## src/rtl/fp_mul_pipe.sv

```systemverilog
// Three-stage pipelined floating-point multiplier: unpack/classify, significand
// multiply, normalise/round-to-nearest-even/pack. An output stall freezes every stage.
module fp_mul_pipe #(
  parameter int EXP_W = 8,
  parameter int MAN_W = 23,
  localparam int W = EXP_W + MAN_W + 1
) (
  input  logic         clock,
  input  logic         reset,
  input  logic         in_valid,
  output logic         in_ready,
  input  logic [W-1:0] in_a,
  input  logic [W-1:0] in_b,
  output logic         out_valid,
  input  logic         out_ready,
  output logic [W-1:0] out_result,
  output logic [3:0]   out_flags
);
  localparam int EW2 = EXP_W + 2;
  localparam int SW  = MAN_W + 1;
  localparam int PW  = 2 * MAN_W + 2;
  localparam logic signed [EW2-1:0] BIAS    = EW2'((1 << (EXP_W - 1)) - 1);
  localparam logic signed [EW2-1:0] EXP_TOP = EW2'((1 << EXP_W) - 1);
  localparam logic [W-1:0] QNAN = {1'b0, {EXP_W{1'b1}}, 1'b1, {(MAN_W-1){1'b0}}};

  typedef enum logic [1:0] {CLS_NORM, CLS_NAN, CLS_INF, CLS_ZERO} cls_e;

  logic advance;

  logic                  s1_valid_q, s1_valid_d;
  logic                  s1_sign_q, s1_sign_d;
  cls_e                  s1_cls_q, s1_cls_d;
  logic signed [EW2-1:0] s1_exp_q, s1_exp_d;
  logic [SW-1:0]         s1_sig_a_q, s1_sig_a_d;
  logic [SW-1:0]         s1_sig_b_q, s1_sig_b_d;

  logic                  s2_valid_q, s2_valid_d;
  logic                  s2_sign_q, s2_sign_d;
  cls_e                  s2_cls_q, s2_cls_d;
  logic signed [EW2-1:0] s2_exp_q, s2_exp_d;
  logic [PW-1:0]         s2_prod_q, s2_prod_d;

  logic                  s3_valid_q, s3_valid_d;
  logic [W-1:0]          s3_result_q, s3_result_d;
  logic [3:0]            s3_flags_q, s3_flags_d;

  logic                  a_sign, b_sign;
  logic [EXP_W-1:0]      a_exp, b_exp;
  logic [MAN_W-1:0]      a_man, b_man;
  logic                  a_zero, a_inf, a_nan, b_zero, b_inf, b_nan;

  logic                  prod_msb;
  logic [PW-2:0]         norm;
  logic                  guard, sticky, round_up;
  logic [MAN_W:0]        man_r;
  logic signed [EW2-1:0] exp_f;

  // The whole pipe moves together; bubbles are deliberately not collapsed.
  always_comb begin
    advance  = !(s3_valid_q && !out_ready);
    in_ready = advance;
  end

  always_comb begin
    a_sign = in_a[W-1];
    b_sign = in_b[W-1];
    a_exp  = in_a[W-2 -: EXP_W];
    b_exp  = in_b[W-2 -: EXP_W];
    a_man  = in_a[MAN_W-1:0];
    b_man  = in_b[MAN_W-1:0];
    a_zero = (a_exp == '0);
    b_zero = (b_exp == '0);
    a_inf  = (a_exp == '1) && (a_man == '0);
    b_inf  = (b_exp == '1) && (b_man == '0);
    a_nan  = (a_exp == '1) && (a_man != '0);
    b_nan  = (b_exp == '1) && (b_man != '0);
  end

  always_comb begin
    s1_valid_d = s1_valid_q;
    s1_sign_d  = s1_sign_q;
    s1_cls_d   = s1_cls_q;
    s1_exp_d   = s1_exp_q;
    s1_sig_a_d = s1_sig_a_q;
    s1_sig_b_d = s1_sig_b_q;
    if (advance) begin
      s1_valid_d = in_valid;
      s1_sign_d  = a_sign ^ b_sign;
      if (a_nan || b_nan || (a_zero && b_inf) || (a_inf && b_zero)) begin
        s1_cls_d = CLS_NAN;
      end else if (a_inf || b_inf) begin
        s1_cls_d = CLS_INF;
      end else if (a_zero || b_zero) begin
        s1_cls_d = CLS_ZERO;
      end else begin
        s1_cls_d = CLS_NORM;
      end
      s1_exp_d   = $signed({2'b00, a_exp}) + $signed({2'b00, b_exp}) - BIAS;
      s1_sig_a_d = {1'b1, a_man};
      s1_sig_b_d = {1'b1, b_man};
    end
  end

  always_comb begin
    s2_valid_d = s2_valid_q;
    s2_sign_d  = s2_sign_q;
    s2_cls_d   = s2_cls_q;
    s2_exp_d   = s2_exp_q;
    s2_prod_d  = s2_prod_q;
    if (advance) begin
      s2_valid_d = s1_valid_q;
      s2_sign_d  = s1_sign_q;
      s2_cls_d   = s1_cls_q;
      s2_exp_d   = s1_exp_q;
      s2_prod_d  = PW'(s1_sig_a_q) * PW'(s1_sig_b_q);
    end
  end

  // Left-justify the product below its hidden bit so mantissa/guard/sticky
  // sit at fixed positions regardless of whether the product reached [2,4).
  always_comb begin
    prod_msb = s2_prod_q[PW-1];
    norm     = prod_msb ? s2_prod_q[PW-2:0] : {s2_prod_q[PW-3:0], 1'b0};
    guard    = norm[MAN_W];
    sticky   = |norm[MAN_W-1:0];
    round_up = guard && (sticky || norm[MAN_W+1]);
    man_r    = {1'b0, norm[PW-2 -: MAN_W]} + {{MAN_W{1'b0}}, round_up};
    exp_f    = s2_exp_q + $signed({{(EW2-1){1'b0}}, prod_msb})
                        + $signed({{(EW2-1){1'b0}}, man_r[MAN_W]});
  end

  always_comb begin
    s3_valid_d  = s3_valid_q;
    s3_result_d = s3_result_q;
    s3_flags_d  = s3_flags_q;
    if (advance) begin
      s3_valid_d = s2_valid_q;
      case (s2_cls_q)
        CLS_NAN: begin
          s3_result_d = QNAN;
          s3_flags_d  = 4'b1000;
        end
        CLS_INF: begin
          s3_result_d = {s2_sign_q, {EXP_W{1'b1}}, {MAN_W{1'b0}}};
          s3_flags_d  = 4'b0000;
        end
        CLS_ZERO: begin
          s3_result_d = {s2_sign_q, {(W-1){1'b0}}};
          s3_flags_d  = 4'b0000;
        end
        default: begin
          if (exp_f >= EXP_TOP) begin
            s3_result_d = {s2_sign_q, {EXP_W{1'b1}}, {MAN_W{1'b0}}};
            s3_flags_d  = 4'b0101;
          end else if (exp_f[EW2-1] || (exp_f == '0)) begin
            s3_result_d = {s2_sign_q, {(W-1){1'b0}}};
            s3_flags_d  = 4'b0011;
          end else begin
            s3_result_d = {s2_sign_q, exp_f[EXP_W-1:0], man_r[MAN_W-1:0]};
            s3_flags_d  = {3'b000, guard | sticky};
          end
        end
      endcase
    end
  end

  always_ff @(posedge clock or posedge reset) begin
    if (reset) begin
      s1_valid_q  <= 1'b0;
      s1_sign_q   <= 1'b0;
      s1_cls_q    <= CLS_NORM;
      s1_exp_q    <= '0;
      s1_sig_a_q  <= '0;
      s1_sig_b_q  <= '0;
      s2_valid_q  <= 1'b0;
      s2_sign_q   <= 1'b0;
      s2_cls_q    <= CLS_NORM;
      s2_exp_q    <= '0;
      s2_prod_q   <= '0;
      s3_valid_q  <= 1'b0;
      s3_result_q <= '0;
      s3_flags_q  <= '0;
    end else begin
      s1_valid_q  <= s1_valid_d;
      s1_sign_q   <= s1_sign_d;
      s1_cls_q    <= s1_cls_d;
      s1_exp_q    <= s1_exp_d;
      s1_sig_a_q  <= s1_sig_a_d;
      s1_sig_b_q  <= s1_sig_b_d;
      s2_valid_q  <= s2_valid_d;
      s2_sign_q   <= s2_sign_d;
      s2_cls_q    <= s2_cls_d;
      s2_exp_q    <= s2_exp_d;
      s2_prod_q   <= s2_prod_d;
      s3_valid_q  <= s3_valid_d;
      s3_result_q <= s3_result_d;
      s3_flags_q  <= s3_flags_d;
    end
  end

  always_comb begin
    out_valid  = s3_valid_q;
    out_result = s3_result_q;
    out_flags  = s3_flags_q;
  end

endmodule

```

## config.mk

```make
export PLATFORM = sky130hd
export DESIGN_NAME = fp_mul_pipe
export DESIGN_NICKNAME = d
export VERILOG_FILES = /design/src/rtl/fp_mul_pipe.sv
export SDC_FILE = /design/constraint.sdc
export NUM_CORES = 2
export LEC_CHECK = 0
export ABC_AREA = 0
export BUFFER_PORTS_ARGS = -buffer_cell sky130_fd_sc_hd__buf_2
export CELL_PAD_IN_SITES_DETAIL_PLACEMENT = 0
export CELL_PAD_IN_SITES_GLOBAL_PLACEMENT = 1
export CORE_UTILIZATION = 54
export DETAILED_ROUTE_END_ITERATION = 16
export PLACE_DENSITY = 0.92
export SYNTH_ARGS = -nofsm -noshare
export SYNTH_HDL_FRONTEND = slang
export SYNTH_SLANG_ARGS = --single-unit
```

## constraint.sdc

```tcl
create_clock -name clock -period 21.9 [get_ports clock]
set_clock_uncertainty 0.2 [all_clocks]
set_input_delay 3.285 -clock clock [delete_from_list [all_inputs] [get_ports clock]]
set_output_delay 3.285 -clock clock [all_outputs]
set_load 0.01 [all_outputs]
```

Word level (Yosys, flattened, before mapping). Cells that the tools add are included.

Register bits after elaboration: 161. Input port bits: 68. Word-level logic and storage cells: 64. Output and inout port bits: 38.

Muxes and demuxes: 10. $mul: 1. Reductions and logical operators: 26. Eq/ne operators: 5. Order comparisons: 1. Bitwise operators: 2. Add/subtract/negate cells: 5.

Operator list (number): case mux 32 bit (3 select lines) (1); 2-to-1 mux 31 bit (2); multiplier 24 x 24 -> 48 bit (1); 2-to-1 mux 47 bit (1); logical NOT 23 bit (2); nonzero test 23 bit (2); adder 23 x 1 -> 24 bit (1); OR reduction 23 bit (1); adder 10 x 2 -> 10 bit (2); equality test 8 bit, second input constant (2); logical NOT 8 bit (2); greater-or-equal comparator 10 x 9 -> 1 bit, second input constant (1); logical NOT 10 bit (1); subtractor 9 x 7 -> 10 bit, second input constant (1); adder 8 x 8 -> 9 bit (1); logical AND 1 bit (8); 2-to-1 mux 2 bit (4); case mux 4 bit (2 select lines) (1); logical OR 1 bit (7); equality test 2 bit, second input constant (2); 2-to-1 mux 3 bit (1); equality test 2 x 1 -> 1 bit, second input constant (1); logical NOT 1 bit (2); OR reduction 2 bit (1); 2 further kinds (2).

Depth between registers and ports, before layout.
Depth after elaboration: 11. Mapped depth: 26. Gate-level depth less buffers: 24.

Least setup slack after synthesis. Ideal clock, no wire load.

Path kind: in2out. Start: input out_ready. End: output in_ready. Stages on the path: 4. Slack: 14.390 ns. Buffers on the path: 2. Arrival time: 4.025 ns. Data required time: 18.415 ns. Cell sequence: nor2b_1 -> inv_2 -> clkbuf_1 -> buf_1.

Word-level cells in the longest chain between the ends: 3.

Ends and longest elaborated chain: start: declaration (RTL line 15) `input logic out_ready,`; logical NOT 1 bit (RTL line 60) `advance = !(s3_valid_q && !out_ready);`; logical AND 1 bit (RTL line 60); logical NOT 1 bit (RTL line 60); end: declaration (RTL line 11) `output logic in_ready,`.

No other way between the ends.

Worst setup path after layout. Same ends and word-level chain as after synthesis.

==> flow_summary.json <==
{
  "cts_buffer_depth": 2,
  "critical_path_class": "in2out",
  "cts_tree": "done",
  "antenna_cells": 0,
  "hold_violations": 0,
  "drv_slew": 0,
  "cts_hold_buf": 0,
  "die_height_um": 224,
  "clockRootBuffer": "clkbuf_16",
  "syn_inst": 3024,
  "clock_latency_ns": 0.44,
  "syn_nets": 3772,
  "slowest_delay_ns": 0.66,
  "critPathBufInv": 4,
  "dpl.hpwl_mm": 51.2,
  "clk_pin_slew_ns": 0.06,
  "cp.depth": 5,
  "tns_ns": 0,
  "netlist_area_mm2": 0.0267,
  "rows": 81,
  "slew_headroom_pct": 19.8,
  "yosysWarnings": 0,
  "r2r_cells": 23,
  "portBuffers": 105,
  "crit_chain": "buf_2, nor2b_4, buf_4, inv_4, buf_2",
  "syn_to_final_growth_pct": 5.56,
  "status": "finished, final reports clean",
  "place.gp.congestion": 0.911,
  "cts_sinks": 160,
  "hold_depth": 2,
  "synth-seq-area-share_pct": 15.0,
  "end_kind": "output port",
  "core-area_mm2": 0.0488,
  "die_x_um": 224,
  "ctsResizeCount": 0,
  "drive_gt1_share_pct": 5.79,
  "routed_via_density": 5.49,
  "min_path_type": "reg2reg",
  "critPathTopFamily": "buffers and inverters",
  "initial_core_util_pct": 54.7,
  "start_kind": "primary input",
  "path_common_cell": "buf_2",
  "synth_edf_count": 0,
  "final_nets": 3758,
  "numCtsBuffers": 17,
  "avgSynthCellArea_um2": 8.83,
  "worstPathMaxFanout": 78,
  "grt_first_pass_wirelength_mm": 112,
  "arrival_ns": 4.94,
  "setup_viol_count_final": 0,
  "required_ns": 18.42,
  "grt_max_degree": 94,
  "synth_flop_cell": "dfrtp_1",
  "synth_cell_types": 64,
  "fmax_mhz": 119,
  "fin_crit_ns": 8.43,
  "grt_overflow": 0,
  "drt_wl_total_mm": 66.0,
  "drc_errors": 0,
  "vias": 20200,
  "drtIter0Drc": 1408,
  "rsz0062_at_grt": "false",
  "postCtsSetupBuffers": 0,
  "synth-seq-cells": 160,
  "synth-async-reset-ratio_pct": 100,
  "tightest_slew_ns": 1.20,
  "avgRoutedWirePerCell_um": 17.9,
  "final_antenna_net_count": 0,
  "nFillCells": 4329,
  "antenna_found_initial": 0,
  "crit_slowest_cell": "buf_4",
  "period_share_pct": 38.5,
  "io_pins": 106,
  "track_usage_pct": 28.2,
  "drv_cap": 0,
  "firstDrtPassIters": 5,
  "grt_pass1_vias": 21700,
  "die_area_mm2": 0.0503,
  "cts-htree-levels": 4
}
## flip-flops by register name (all words and copies together), names as in the netlist
name	cells
s2_prod_q	48
out_result	32
s1_sig_a_q	24
s1_sig_b_q	23
s1_exp_q	10
s2_exp_q	10
out_flags	4
s1_cls_q	2
s2_cls_q	2
out_valid	1
s1_sign_q	1
s1_valid_q	1
s2_sign_q	1
s2_valid_q	1
## cells by family (layout without fill, tap and decap cells)
group / count (synthesis) / in the layout / synth area share, %
and+or+nand+nor: 1090 / 1090 / 19.4
adders and majority gates: 680 / 680 / 45.5
muxes: 23 / 23 / 0.876
xor gates and xnor gates: 74 / 74 / 2.43
DFF: 160 / 160 / 15.0
AOI/OAI and AO/OA: 272 / 272 / 6.55
buffers and inverters: 725 / 723 / 10.3
## cell usage after synthesis (4+ instances only)
master      n  area (um2)
a211oi_1   17         128
a21o_1     20         150
a21oi_1    88         440
a22o_1     23         201
a22oi_1     7        52.6
a31oi_1    11        68.8
a41oi_1     4        35.0
and2_1    299        1870
and3_1     10        62.6
buf_1      12        45.0
clkbuf_1  142         533
dfrtp_1   160        4000
fa_1      484        9690
ha_1      196        2450
inv_1     564        2120
mux2i_1    20         200
nand2_1   580        2180
nand2b_1    9        56.3
nand3_1    32         160
nand4_1    18         113
nor2_1     69         259
nor2b_1     8        50.1
nor3_1     18        90.1
nor3b_1     9        67.6
nor4_1     19         119
o211ai_1   11        82.6
o21a_1      9        67.6
o21ai_0    45         225
o21bai_1   10        75.1
o31ai_1     6        45.0
or2_2       4        25.0
xnor2_1    44         385
xor2_1     30         263
## through the flow
| step | util, % | hold WS, ns | setup slack [ns] | instances | cell area, um2 |
|---|---|---|---|---|---|
| floorplan | - | 0.230 | 14.10 | 3024 | 26700 |
| global route | 57.7 | 0.306 | 13.33 | 3686 | 28200 |
| finish | 57.7 | 0.271 | 13.47 | 3686 | 28200 |
| global placement | 56.5 | 0.248 | 13.50 | 3655 | 27600 |
| detailed placement | 56.5 | 0.260 | 13.46 | 3655 | 27600 |
| CTS | 57.7 | 0.274 | 13.45 | 3686 | 28200 |
## path summary, 6_finish.rpt
check | start | slack [ns] | endpoint
setup / recovery | out_ready | 13.47 | in_ready
hold / removal | s2_prod_q[2] | 0.27 | s2_prod_q[2]
setup reg to reg | s1_sig_a_q[16] | 13.65 | s2_prod_q[43]
hold reg to reg | s2_prod_q[2] | 0.27 | s2_prod_q[2]
max in group asynchronous | reset | 17.17 | s2_prod_q[47]
min in group asynchronous | reset | 2.81 | s1_sig_a_q[2]
## tightest hold or removal path: stages (launching register included)
cell and delay [ns]:
dfrtp_1 0.34, nand2_1 0.05, nand2_1 0.05
## area by class of cell
| class | instances | area [um2] | share of cell area [%] |
|---|---|---|---|
| multi-input combinational | 2139 | 20000 | 70.8 |
| sequential | 160 | 4010 | 14.2 |
| inverter | 565 | 2130 | 7.55 |
| tap | 664 | 831 | 2.95 |
| timing repair buffer | 127 | 691 | 2.45 |
| clock buffer | 19 | 453 | 1.61 |
| clock inverter | 12 | 124 | 0.439 |
## metal layers
layer	vias up	track usage (%)	part of all wire, %
met5	-	0	0
met4	0	6.96	1.9
met3	80	4.92	7.8
met2	679	45.7	47
met1	10300	39.4	43
li1	9146	-	-
## layout by cell type (no fill, tap or decap), types with 4 or more instances in the layout
master and count:
nand2_1 580, a22oi_1 7, inv_6 6, and3_1 10
nand2b_1 9, a211oi_1 17, nand3_1 32, o21bai_1 10
xnor2_1 44, or2_2 4, ha_1 196, buf_4 22
a21oi_1 88, a31oi_1 11, o211ai_1 11, nor4_1 19
nor2_1 69, o21a_1 9, nand4_1 18, nor3b_1 9
inv_1 563, o21ai_0 45, a21o_1 20, nor2b_1 7
xor2_1 30, a41oi_1 4, nor3_1 18, clkinvlp_4 4
and2_1 299, a22o_1 23, clkbuf_16 17, mux2i_1 20
fa_1 484, buf_2 105, dfrtp_1 159, o31ai_1 6
Power is left out: the tool's default activity adds up to more than one toggle a clock period on the data nets, which glitch-free logic cannot reach.
